## config.mk

```make
export PLATFORM = sky130hd
export DESIGN_NAME = framebuffer_arbiter
export DESIGN_NICKNAME = d
export VERILOG_FILES = /design/src/rtl/framebuffer_arbiter.sv
export SDC_FILE = /design/constraint.sdc
export NUM_CORES = 1
export LEC_CHECK = 0
export CAP_MARGIN = 20
export CORE_MARGIN = 1
export CORE_UTILIZATION = 50
export CTS_BUF_LIST = sky130_fd_sc_hd__clkbuf_4 sky130_fd_sc_hd__clkbuf_8
export DETAILED_ROUTE_END_ITERATION = 8
export DONT_BUFFER_PORTS = 1
export PLACE_DENSITY = 0.65
export SETUP_SLACK_MARGIN = 0.5
export SLEW_MARGIN = 5
export SYNTH_ARGS = -nofsm -noshare
export SYNTH_HDL_FRONTEND = slang
export SYNTH_SLANG_ARGS = --single-unit
```

## constraint.sdc

```tcl
create_clock -name clk -period 2.2 [get_ports clk]
set_input_delay 0.33 -clock clk [delete_from_list [all_inputs] [get_ports clk]]
set_output_delay 0.33 -clock clk [all_outputs]
set_load 0.01 [all_outputs]
```

## src/rtl/framebuffer_arbiter.sv

```systemverilog
// framebuffer_arbiter: shares the single-port framebuffer RAM between display
// reads (absolute priority, fixed latency) and round-robin CPU/gfx writers.
module framebuffer_arbiter #(
    parameter int ADDR_W    = 20,
    parameter int DATA_W    = 1,
    parameter int MAX_BURST = 16,
    parameter int CNT_W     = 16
) (
    input  logic              clk,
    input  logic              rst_n,
    input  logic              i_disp_req,
    input  logic [ADDR_W-1:0] i_disp_addr,
    output logic              o_disp_valid,
    output logic [DATA_W-1:0] o_disp_data,
    input  logic              i_cpu_wr_valid,
    output logic              o_cpu_wr_ready,
    input  logic [ADDR_W-1:0] i_cpu_wr_addr,
    input  logic [DATA_W-1:0] i_cpu_wr_data,
    input  logic              i_gfx_wr_valid,
    output logic              o_gfx_wr_ready,
    input  logic [ADDR_W-1:0] i_gfx_wr_addr,
    input  logic [DATA_W-1:0] i_gfx_wr_data,
    input  logic              i_gfx_wr_last,
    output logic              o_ram_en,
    output logic              o_ram_we,
    output logic [ADDR_W-1:0] o_ram_addr,
    output logic [DATA_W-1:0] o_ram_wdata,
    input  logic [DATA_W-1:0] i_ram_rdata,
    output logic [CNT_W-1:0]  o_conflict_cnt
);

    localparam int BC_W = $clog2(MAX_BURST + 1);
    localparam logic [BC_W-1:0] BC_MAX = BC_W'(MAX_BURST);
    localparam logic [BC_W-1:0] BC_ONE = BC_W'(1);

    typedef enum logic {
        S_IDLE,
        S_LOCK
    } state_t;

    state_t          r_state;
    state_t          w_state_nxt;
    logic [BC_W-1:0] r_burst_cnt;
    logic [BC_W-1:0] w_burst_cnt_nxt;
    logic [BC_W-1:0] w_burst_inc;
    logic            r_ptr_gfx;
    logic            w_ptr_gfx_nxt;
    logic            w_gnt_cpu;
    logic            w_gnt_gfx;
    logic            w_gnt_wr;
    logic            w_conflict;
    logic            r_rd_v1;
    logic            r_rd_v2;

    assign w_gnt_wr       = w_gnt_cpu | w_gnt_gfx;
    assign w_burst_inc    = r_burst_cnt + BC_ONE;
    assign w_conflict     = i_disp_req & (i_cpu_wr_valid | i_gfx_wr_valid);
    assign o_cpu_wr_ready = w_gnt_cpu;
    assign o_gfx_wr_ready = w_gnt_gfx;

    // Grant: display first, then locked gfx burst, then round-robin writers.
    always_comb begin
        w_gnt_cpu = 1'b0;
        w_gnt_gfx = 1'b0;
        if (rst_n && !i_disp_req) begin
            if (r_state == S_LOCK) begin
                w_gnt_gfx = i_gfx_wr_valid;
            end else if (i_cpu_wr_valid && i_gfx_wr_valid) begin
                w_gnt_cpu = r_ptr_gfx;
                w_gnt_gfx = !r_ptr_gfx;
            end else begin
                w_gnt_cpu = i_cpu_wr_valid;
                w_gnt_gfx = i_gfx_wr_valid;
            end
        end
    end

    // Next state of the burst lock, burst counter and round-robin pointer.
    always_comb begin
        w_state_nxt     = r_state;
        w_burst_cnt_nxt = r_burst_cnt;
        w_ptr_gfx_nxt   = r_ptr_gfx;
        if (w_gnt_cpu) begin
            w_ptr_gfx_nxt = 1'b0;
        end
        if (w_gnt_gfx) begin
            w_ptr_gfx_nxt = 1'b1;
        end
        unique case (r_state)
            S_IDLE: begin
                if (w_gnt_gfx && !i_gfx_wr_last && (MAX_BURST > 1)) begin
                    w_state_nxt     = S_LOCK;
                    w_burst_cnt_nxt = BC_ONE;
                end
            end
            S_LOCK: begin
                if (w_gnt_gfx) begin
                    w_burst_cnt_nxt = w_burst_inc;
                    if (i_gfx_wr_last || (w_burst_inc == BC_MAX)) begin
                        w_state_nxt     = S_IDLE;
                        w_burst_cnt_nxt = '0;
                    end
                end else if (!i_disp_req && !i_gfx_wr_valid) begin
                    w_state_nxt     = S_IDLE;
                    w_burst_cnt_nxt = '0;
                end
            end
            default: begin
                w_state_nxt = S_IDLE;
            end
        endcase
    end

    // Lock state, burst counter and pointer registers; CPU wins first.
    always_ff @(posedge clk or negedge rst_n) begin
        if (!rst_n) begin
            r_state     <= S_IDLE;
            r_burst_cnt <= '0;
            r_ptr_gfx   <= 1'b1;
        end else begin
            r_state     <= w_state_nxt;
            r_burst_cnt <= w_burst_cnt_nxt;
            r_ptr_gfx   <= w_ptr_gfx_nxt;
        end
    end

    // Registered RAM port; address and data hold when nothing is granted.
    always_ff @(posedge clk or negedge rst_n) begin
        if (!rst_n) begin
            o_ram_en    <= 1'b0;
            o_ram_we    <= 1'b0;
            o_ram_addr  <= '0;
            o_ram_wdata <= '0;
        end else begin
            o_ram_en <= i_disp_req | w_gnt_wr;
            o_ram_we <= w_gnt_wr;
            if (i_disp_req) begin
                o_ram_addr <= i_disp_addr;
            end else if (w_gnt_cpu) begin
                o_ram_addr  <= i_cpu_wr_addr;
                o_ram_wdata <= i_cpu_wr_data;
            end else if (w_gnt_gfx) begin
                o_ram_addr  <= i_gfx_wr_addr;
                o_ram_wdata <= i_gfx_wr_data;
            end
        end
    end

    // Read pipeline: request, RAM enable, RAM data, registered display data.
    always_ff @(posedge clk or negedge rst_n) begin
        if (!rst_n) begin
            r_rd_v1      <= 1'b0;
            r_rd_v2      <= 1'b0;
            o_disp_valid <= 1'b0;
            o_disp_data  <= '0;
        end else begin
            r_rd_v1      <= i_disp_req;
            r_rd_v2      <= r_rd_v1;
            o_disp_valid <= r_rd_v2;
            if (r_rd_v2) begin
                o_disp_data <= i_ram_rdata;
            end
        end
    end

    // Saturating count of cycles a writer was held off by the display.
    always_ff @(posedge clk or negedge rst_n) begin
        if (!rst_n) begin
            o_conflict_cnt <= '0;
        end else if (w_conflict && (o_conflict_cnt != {CNT_W{1'b1}})) begin
            o_conflict_cnt <= o_conflict_cnt + CNT_W'(1);
        end
    end

endmodule

```

==> impl_metrics.py, run 1 <==
metrics = {
    "power_and_ir_drop": {
        "leakage_nw": 1.30,
        "p_per_area_nw_per_um2": 749,
        "max-vdd-ir-drop_v": 0.000448,
    },
    "job": {
        "max_cap_violations": 0,
    },
    "logic_synthesis": {
        "synth_edf_count": 0,
        "ys_ff_latch": 50,
        "yosys_warnings": 0,
        "ys_types": 43,
        "syn_area_per_cell_um2": 9.84,
        "netlist_instances": 272,
        "netlist_area_um2": 2680,
        "ys.flop_type": "dfrtp_1",
        "ys_seq_area_frac": 0.468,
        "async_flop_share": 1.00,
        "synth_nets": 343,
    },
    "placement": {
        "dp_slack_ns": 0.404,
        "gp_congestion": 0.809,
        "dp.cells": 327,
        "dpl.hpwl_um": 4030,
        "port_buffers": 0,
    },
    "routing": {
        "ant_nets": 0,
        "route.detailed.drc": 0,
        "drt_pass1_iterations": 5,
        "via_per_inst": 6.51,
        "vias": 2246,
        "wirelength_um": 6740,
        "wire_per_inst_um": 19.5,
        "drt_iter0_markers": 199,
    },
    "sta": {
        "period_share": 0.761,
        "setup_tns_ns": 0,
        "slew_violations": 0,
        "finClkSkew_ns": 0.00741,
        "finalHoldViolations": 0,
        "timing.final.ws_setup_ns": 0.526,
        "fin_crit_ns": 1.67,
        "worstMarginPinSlew_ns": 0.396,
        "grt_setup_unrepaired": "yes",
        "relSlewSlack": 0.733,
        "maxClockFrequency_mhz": 598,
        "finalSetupViolations": 0,
    },
    "global_routing": {
        "grt_pass1_vias": 1882,
        "grt_max_degree": 51,
        "track_usage": 0.219,
        "gr-usage-met1": 0.302,
        "busiest_layer": "met2",
        "grtUsageMet3": 0.0602,
        "grt_antenna_before_repair": 0,
        "grt_pass1_wl_um": 9300,
        "overflow": 0,
        "use_met2": 0.337,
    },
    "clock_tree": {
        "numClockSinks": 50,
        "cts.clk_slew.worst_paths_ns": 0.09,
        "cts.path.max_buffers": 2,
        "cts_tree": "built",
        "clk_latency_ns": 0.31,
        "htree_levels": 2,
        "root_buffer": "clkbuf_8",
        "cts_buffers": 5,
    },
    "setup_path": {
        "cp.required_ns": 1.87,
        "worstPathMaxFanout": 4,
        "worstSetupPathType": "reg -> out",
        "arrival_ns": 1.34,
        "worst_setup_path_start_kind": "register",
        "endpoint_kind": "output port",
    },
    "final_layout": {
        "layout.cells.non_filler": 345,
        "final_util": 0.580,
        "drive_gt1_frac": 0.193,
        "antenna_cells": 0,
        "fillCellCount": 502,
        "nets": 345,
        "area_growth_pct": 11.4,
    },
    "die": {
        "rows": 26,
        "dieWidth_um": 75.2,
        "core_um2": 5140,
        "initial_core_util": 0.521,
        "die_area_um2": 5650,
        "ioPinCount": 112,
        "die_h_um": 75.2,
    },
    "status": {
        "outcome": "completed",
    },
    "hold_path": {
        "worstHoldPathType": "in -> reg",
    },
}
[logic make-up after synthesis]
logic type                 count (synthesis)  synth area share
buffers and inverters                     24            0.0364
adders and majority gates                  2           0.00934
DFF                                       50             0.468
xor gates and xnor gates                  16            0.0523
AOI/OAI and AO/OA                         63             0.187
muxes                                      3            0.0126
and+or+nand+nor                          114             0.234
[synth_stat cells, types with 2 or more instances]
master / n / area share
a221oi_1: 20 / 0.065
a22o_1: 2 / 0.0065
a32o_1: 2 / 0.0075
and3_1: 21 / 0.049
and4_1: 4 / 0.013
buf_2: 6 / 0.011
clkbuf_1: 14 / 0.020
dfrtp_1: 49 / 0.46
ha_1: 2 / 0.0093
inv_1: 3 / 0.0042
mux2_2: 3 / 0.013
nand2_1: 31 / 0.043
nand2b_1: 2 / 0.0047
nand3_1: 6 / 0.011
nand3b_1: 2 / 0.0056
nand4_1: 4 / 0.0093
nand4_2: 2 / 0.0093
nor2_1: 25 / 0.035
nor3_1: 4 / 0.0075
nor4b_2: 3 / 0.017
o2111ai_1: 3 / 0.0098
o211ai_1: 4 / 0.011
o21ai_0: 5 / 0.0093
o31ai_1: 22 / 0.062
xnor2_1: 10 / 0.033
xor2_1: 6 / 0.020
[path summary, 6_finish.rpt]
check                      depth (start not counted)  slack [ns]                 end  startpoint
hold / removal                                     0        0.05             r_rd_v1  i_disp_req
hold reg to reg                                    0        0.38             r_rd_v2     r_rd_v1
min in group asynchronous                          2        0.54  o_conflict_cnt[13]       rst_n
max in group asynchronous                          2        1.39           r_ptr_gfx       rst_n
setup / recovery                                   4        0.53      o_gfx_wr_ready   r_ptr_gfx
setup reg to reg                                   5        0.55      o_ram_addr[17]   r_ptr_gfx
[worst max-delay path, cell delays in order (launching register included)]
cell and delay, ns:
dfstp_2 0.55, nand3b_1 0.15, nand3_4 0.14, inv_2 0.05
buf_4 0.13
[timing repair]
| action | CTS | global route |
|---|---|---|
| gates cloned | 1 | 2 |
| gates resized for setup | 7 | 17 |
| hold endpoints to repair | 50 | 0 |
| pin swaps | 1 | 2 |
| setup buffers | 1 | 4 |
| hold buffers | 2 | 0 |
| setup endpoints to repair | 25 | 24 |
[cells in the final DEF, fill, tap and decap left out, types with 6 or more instances in the layout]
cell | netlist | layout
o31ai_1 | 22 | 22
nor2_1 | 25 | 25
dfrtp_2 | 0 | 9
nand2_1 | 31 | 31
dfrtp_1 | 49 | 40
xnor2_1 | 10 | 10
and3_1 | 21 | 20
buf_4 | 0 | 10
clkbuf_8 | 0 | 6
xor2_1 | 6 | 6
a221oi_1 | 20 | 19
[through the flow]
| stage | power, mW | area, µm² | hold WS, ns |
|---|---|---|---|
| 3_3_place_gp | 1.60 | 2720 | 0.0361 |
| 5_1_grt | 2.34 | 2980 | 0.0397 |
| 3_5_place_dp | 1.61 | 2720 | 0.0362 |
| 4_1_cts | 2.22 | 2900 | 0.0444 |
| 2_1_floorplan | 1.53 | 2680 | 0.0344 |
| 6_report | 2.23 | 2980 | 0.0541 |
[flip-flops by register name (all words and copies together) (netlist names)]
register	flops
o_conflict_cnt	16
r_rd_v1	1
r_state	1
o_disp_data	1
o_disp_valid	1
o_ram_addr	20
r_burst_cnt	5
o_ram_wdata	1
r_rd_v2	1
o_ram_en	1
o_ram_we	1
r_ptr_gfx	1
[per-layer routing]
metal	vias to the layer above	routed length, µm
li1	1030	-
met1	1106	2950
met2	101	3180
met3	9	534
met4	0	76
met5	-	0
[power by group]
group / switching [mW] / internal [mW] / leakage (nW)
clock: 0.297 / 0.267 / 0.0517
combinational: 0.219 / 0.195 / 0.632
sequential: 0.201 / 1.05 / 0.617
total: 0.717 / 1.51 / 1.30
[cell type report]
type / instances / area, µm² / share of cell area
clock inverter: 1 / 5.00 / 0.00168
inverter: 4 / 20.0 / 0.00671
timing repair inverter: 2 / 10.0 / 0.00336
tap: 70 / 87.6 / 0.0294
multi-input combinational: 199 / 1390 / 0.467
timing repair buffer: 12 / 113 / 0.0378
clock buffer: 7 / 90.1 / 0.0302
sequential: 50 / 1260 / 0.424
Power figures use the tool's default switching activity.
==> run 2: changes to the inputs <==
--- a/config.mk
+++ b/config.mk
@@ -11,7 +11,7 @@
 export CTS_BUF_LIST = sky130_fd_sc_hd__clkbuf_4 sky130_fd_sc_hd__clkbuf_8
 export DETAILED_ROUTE_END_ITERATION = 8
 export DONT_BUFFER_PORTS = 1
-export PLACE_DENSITY = 0.65
+export PLACE_DENSITY = 0.68
 export SETUP_SLACK_MARGIN = 0.5
 export SLEW_MARGIN = 5
 export SYNTH_ARGS = -nofsm -noshare
==> constraint.sdc (replaced) <==
create_clock -name clk -period 1.5 [get_ports clk]
set_input_delay 0.225 -clock clk [delete_from_list [all_inputs] [get_ports clk]]
set_output_delay 0.225 -clock clk [all_outputs]
set_load 0.01 [all_outputs]
==> impl_metrics.py, run 2 (same netlist as run 1, synthesis figures left out) <==
metrics = {
    "status": {
        "outcome": "complete, but fails checks",
        "violations": "negative hold slack, negative setup slack",
    },
    "clock_tree": {
        "numClockSinks": 50,
        "htree_levels": 2,
        "root_buffer": "clkbuf_8",
        "cts_buffers": 5,
        "cts.clk_slew.worst_paths_ns": 0.09,
        "cts_tree": "built",
        "clk_latency_ns": 0.31,
        "cts.path.max_buffers": 2,
    },
    "final_layout": {
        "antenna_cells": 0,
        "layout.cells.non_filler": 399,
        "largestRegisters": "o_ram_addr (20), o_conflict_cnt (16), r_burst_cnt (5)",
        "final_util": 0.810,
        "area_growth_pct": 55.5,
        "final_cell_mix": "dfrtp_1, buf_6, nand2_1",
        "regMostFlops": "o_ram_addr",
        "layout_commonest_cell": "dfrtp_1",
        "fillCellCount": 292,
        "nets": 399,
        "drive_gt1_frac": 0.465,
        "largest_reg_flops": 20,
    },
    "sta": {
        "finClkSkew_ns": 0.00747,
        "grt_setup_unrepaired": "yes",
        "whs_ns": -0.396,
        "finalHoldViolations": 51,
        "maxClockFrequency_mhz": 613,
        "worstMarginPinSlew_ns": 0.670,
        "slew_violations": 0,
        "period_share": 1.09,
        "timing.final.ws_setup_ns": -0.132,
        "relSlewSlack": 0.549,
        "fin_crit_ns": 1.63,
        "finalSetupViolations": 23,
    },
    "global_routing": {
        "grt_pass1_vias": 2306,
        "track_usage": 0.271,
        "grt_max_degree": 54,
        "grt_antenna_before_repair": 0,
        "grt_pass1_wl_um": 11300,
        "overflow": 0,
    },
    "die": {
        "die_area_um2": 5650,
        "ioPinCount": 112,
        "dieWidth_um": 75.2,
        "rows": 26,
        "die_h_um": 75.2,
        "core_um2": 5140,
        "initial_core_util": 0.521,
    },
    "setup_path": {
        "crit_path_top_delay_cell": "dfstp_2",
        "cp.required_ns": 1.27,
        "worst-r2r-cell-count": 6,
        "worstSetupEndpoint": "o_cpu_wr_ready",
        "rrSetupSlack_ns": -0.12,
        "crit_family": "flip-flops",
        "worst-path-buf-inv": 3,
        "crit_chain": "buf_4 > nand2b_4 > nand4_4 > inv_4 > buf_12",
        "worstSetupPathType": "reg -> out",
        "r2r-start": "r_ptr_gfx",
        "startpoint": "r_ptr_gfx",
        "critPathMaxStageDelay_ns": 0.54,
        "endpoint_kind": "output port",
        "cp.depth": 5,
        "arrival_ns": 1.41,
        "r2r-end": "o_ram_addr[6]",
        "worst_setup_path_start_kind": "register",
        "worstPathMaxFanout": 8,
    },
    "job": {
        "max_cap_violations": 0,
    },
    "routing": {
        "wirelength_um": 8120,
        "vias": 2466,
        "route.detailed.drc": 0,
        "drt_pass1_iterations": 4,
        "ant_nets": 0,
        "via_per_inst": 6.18,
        "wire_per_inst_um": 20.4,
        "drt_iter0_markers": 151,
    },
    "power_and_ir_drop": {
        "leakage_nw": 1.77,
        "p_per_area_nw_per_um2": 1070,
        "max-vdd-ir-drop_v": 0.000613,
        "power.total_mw": 4.46,
    },
    "placement": {
        "port_buffers": 0,
        "dpl.hpwl_um": 4500,
        "gp_congestion": 0.733,
        "dp.cells": 352,
    },
    "hold_path": {
        "worstHoldPathType": "in -> async",
    },
}
-- run 2: cell count changes in the layout (fill, tap and decap cells not counted), moves of 4 or more --
cell      before  now
a221oi_1      19    0
a221oi_2       1   14
buf_4         10   19
buf_6          0   33
buf_12         0    6
a221oi_4       0    6
buf_8          0    4
o31ai_1       22   18
-- run 2: where the power goes --
| group | internal [mW] | leakage [nW] | switching, mW |
|---|---|---|---|
| Combinational | 0.933 | 1.09 | 0.689 |
| Clock | 0.562 | 0.0619 | 0.454 |
| Sequential | 1.55 | 0.616 | 0.273 |
-- run 2: cell type report --
cell class / count / area, µm² / share of cell area
Multi-Input combinational cell: 198 / 1820 / 0.436
Sequential cell: 50 / 1260 / 0.304
Timing Repair Buffer: 69 / 850 / 0.204
Clock buffer: 7 / 90.1 / 0.0216
Tap cell: 70 / 87.6 / 0.0210
Clock inverter: 1 / 30.0 / 0.00721
Inverter: 4 / 25.0 / 0.00601
-- run 2: worst min path at each step --
stage / from / depth (start not counted) / slack [ns] / end
floorplan: rst_n / 0 / -0.07 / o_conflict_cnt[0]
global placement: rst_n / 0 / -0.07 / o_conflict_cnt[9]
detailed placement: rst_n / 0 / -0.07 / o_conflict_cnt[9]
CTS: rst_n / 0 / -0.40 / o_ram_addr[17]
global route: rst_n / 0 / -0.41 / o_conflict_cnt[2]
finish: rst_n / 0 / -0.40 / o_conflict_cnt[0]
-- run 2: through the flow --
step	TNS [ns]	worst slack, ns	area (µm²)
final	-1.87	-0.132	4160
after global routing	-3.54	-0.184	4160
after CTS	-1.25	-0.0980	3840
after detailed placement	0	0.0255	3190
after global placement	0	0.0666	3190
after floorplan	0	0.0244	2960
-- run 2: repair_timing --
action	4_1_cts	5_1_grt
setup buffers	17	14
pin swaps	26	31
cloned	5	1
resized for setup	71	28
setup endpoints to repair	64	68
hold endpoints to repair	54	51
-- run 2: routing by layer --
metal	wire, µm	GRT usage
met5	0	0
met4	72	0.0638
met3	527	0.0723
met2	4290	0.479
met1	3230	0.331
-- run 2: worst reg2reg max path: stages (launching register included) --
cell,delay [ns]
dfstp_2,0.54
nand3b_1,0.15
buf_4,0.19
buf_8,0.14
clkbuf_16,0.16
a221oi_2,0.24
o31ai_1,0.09
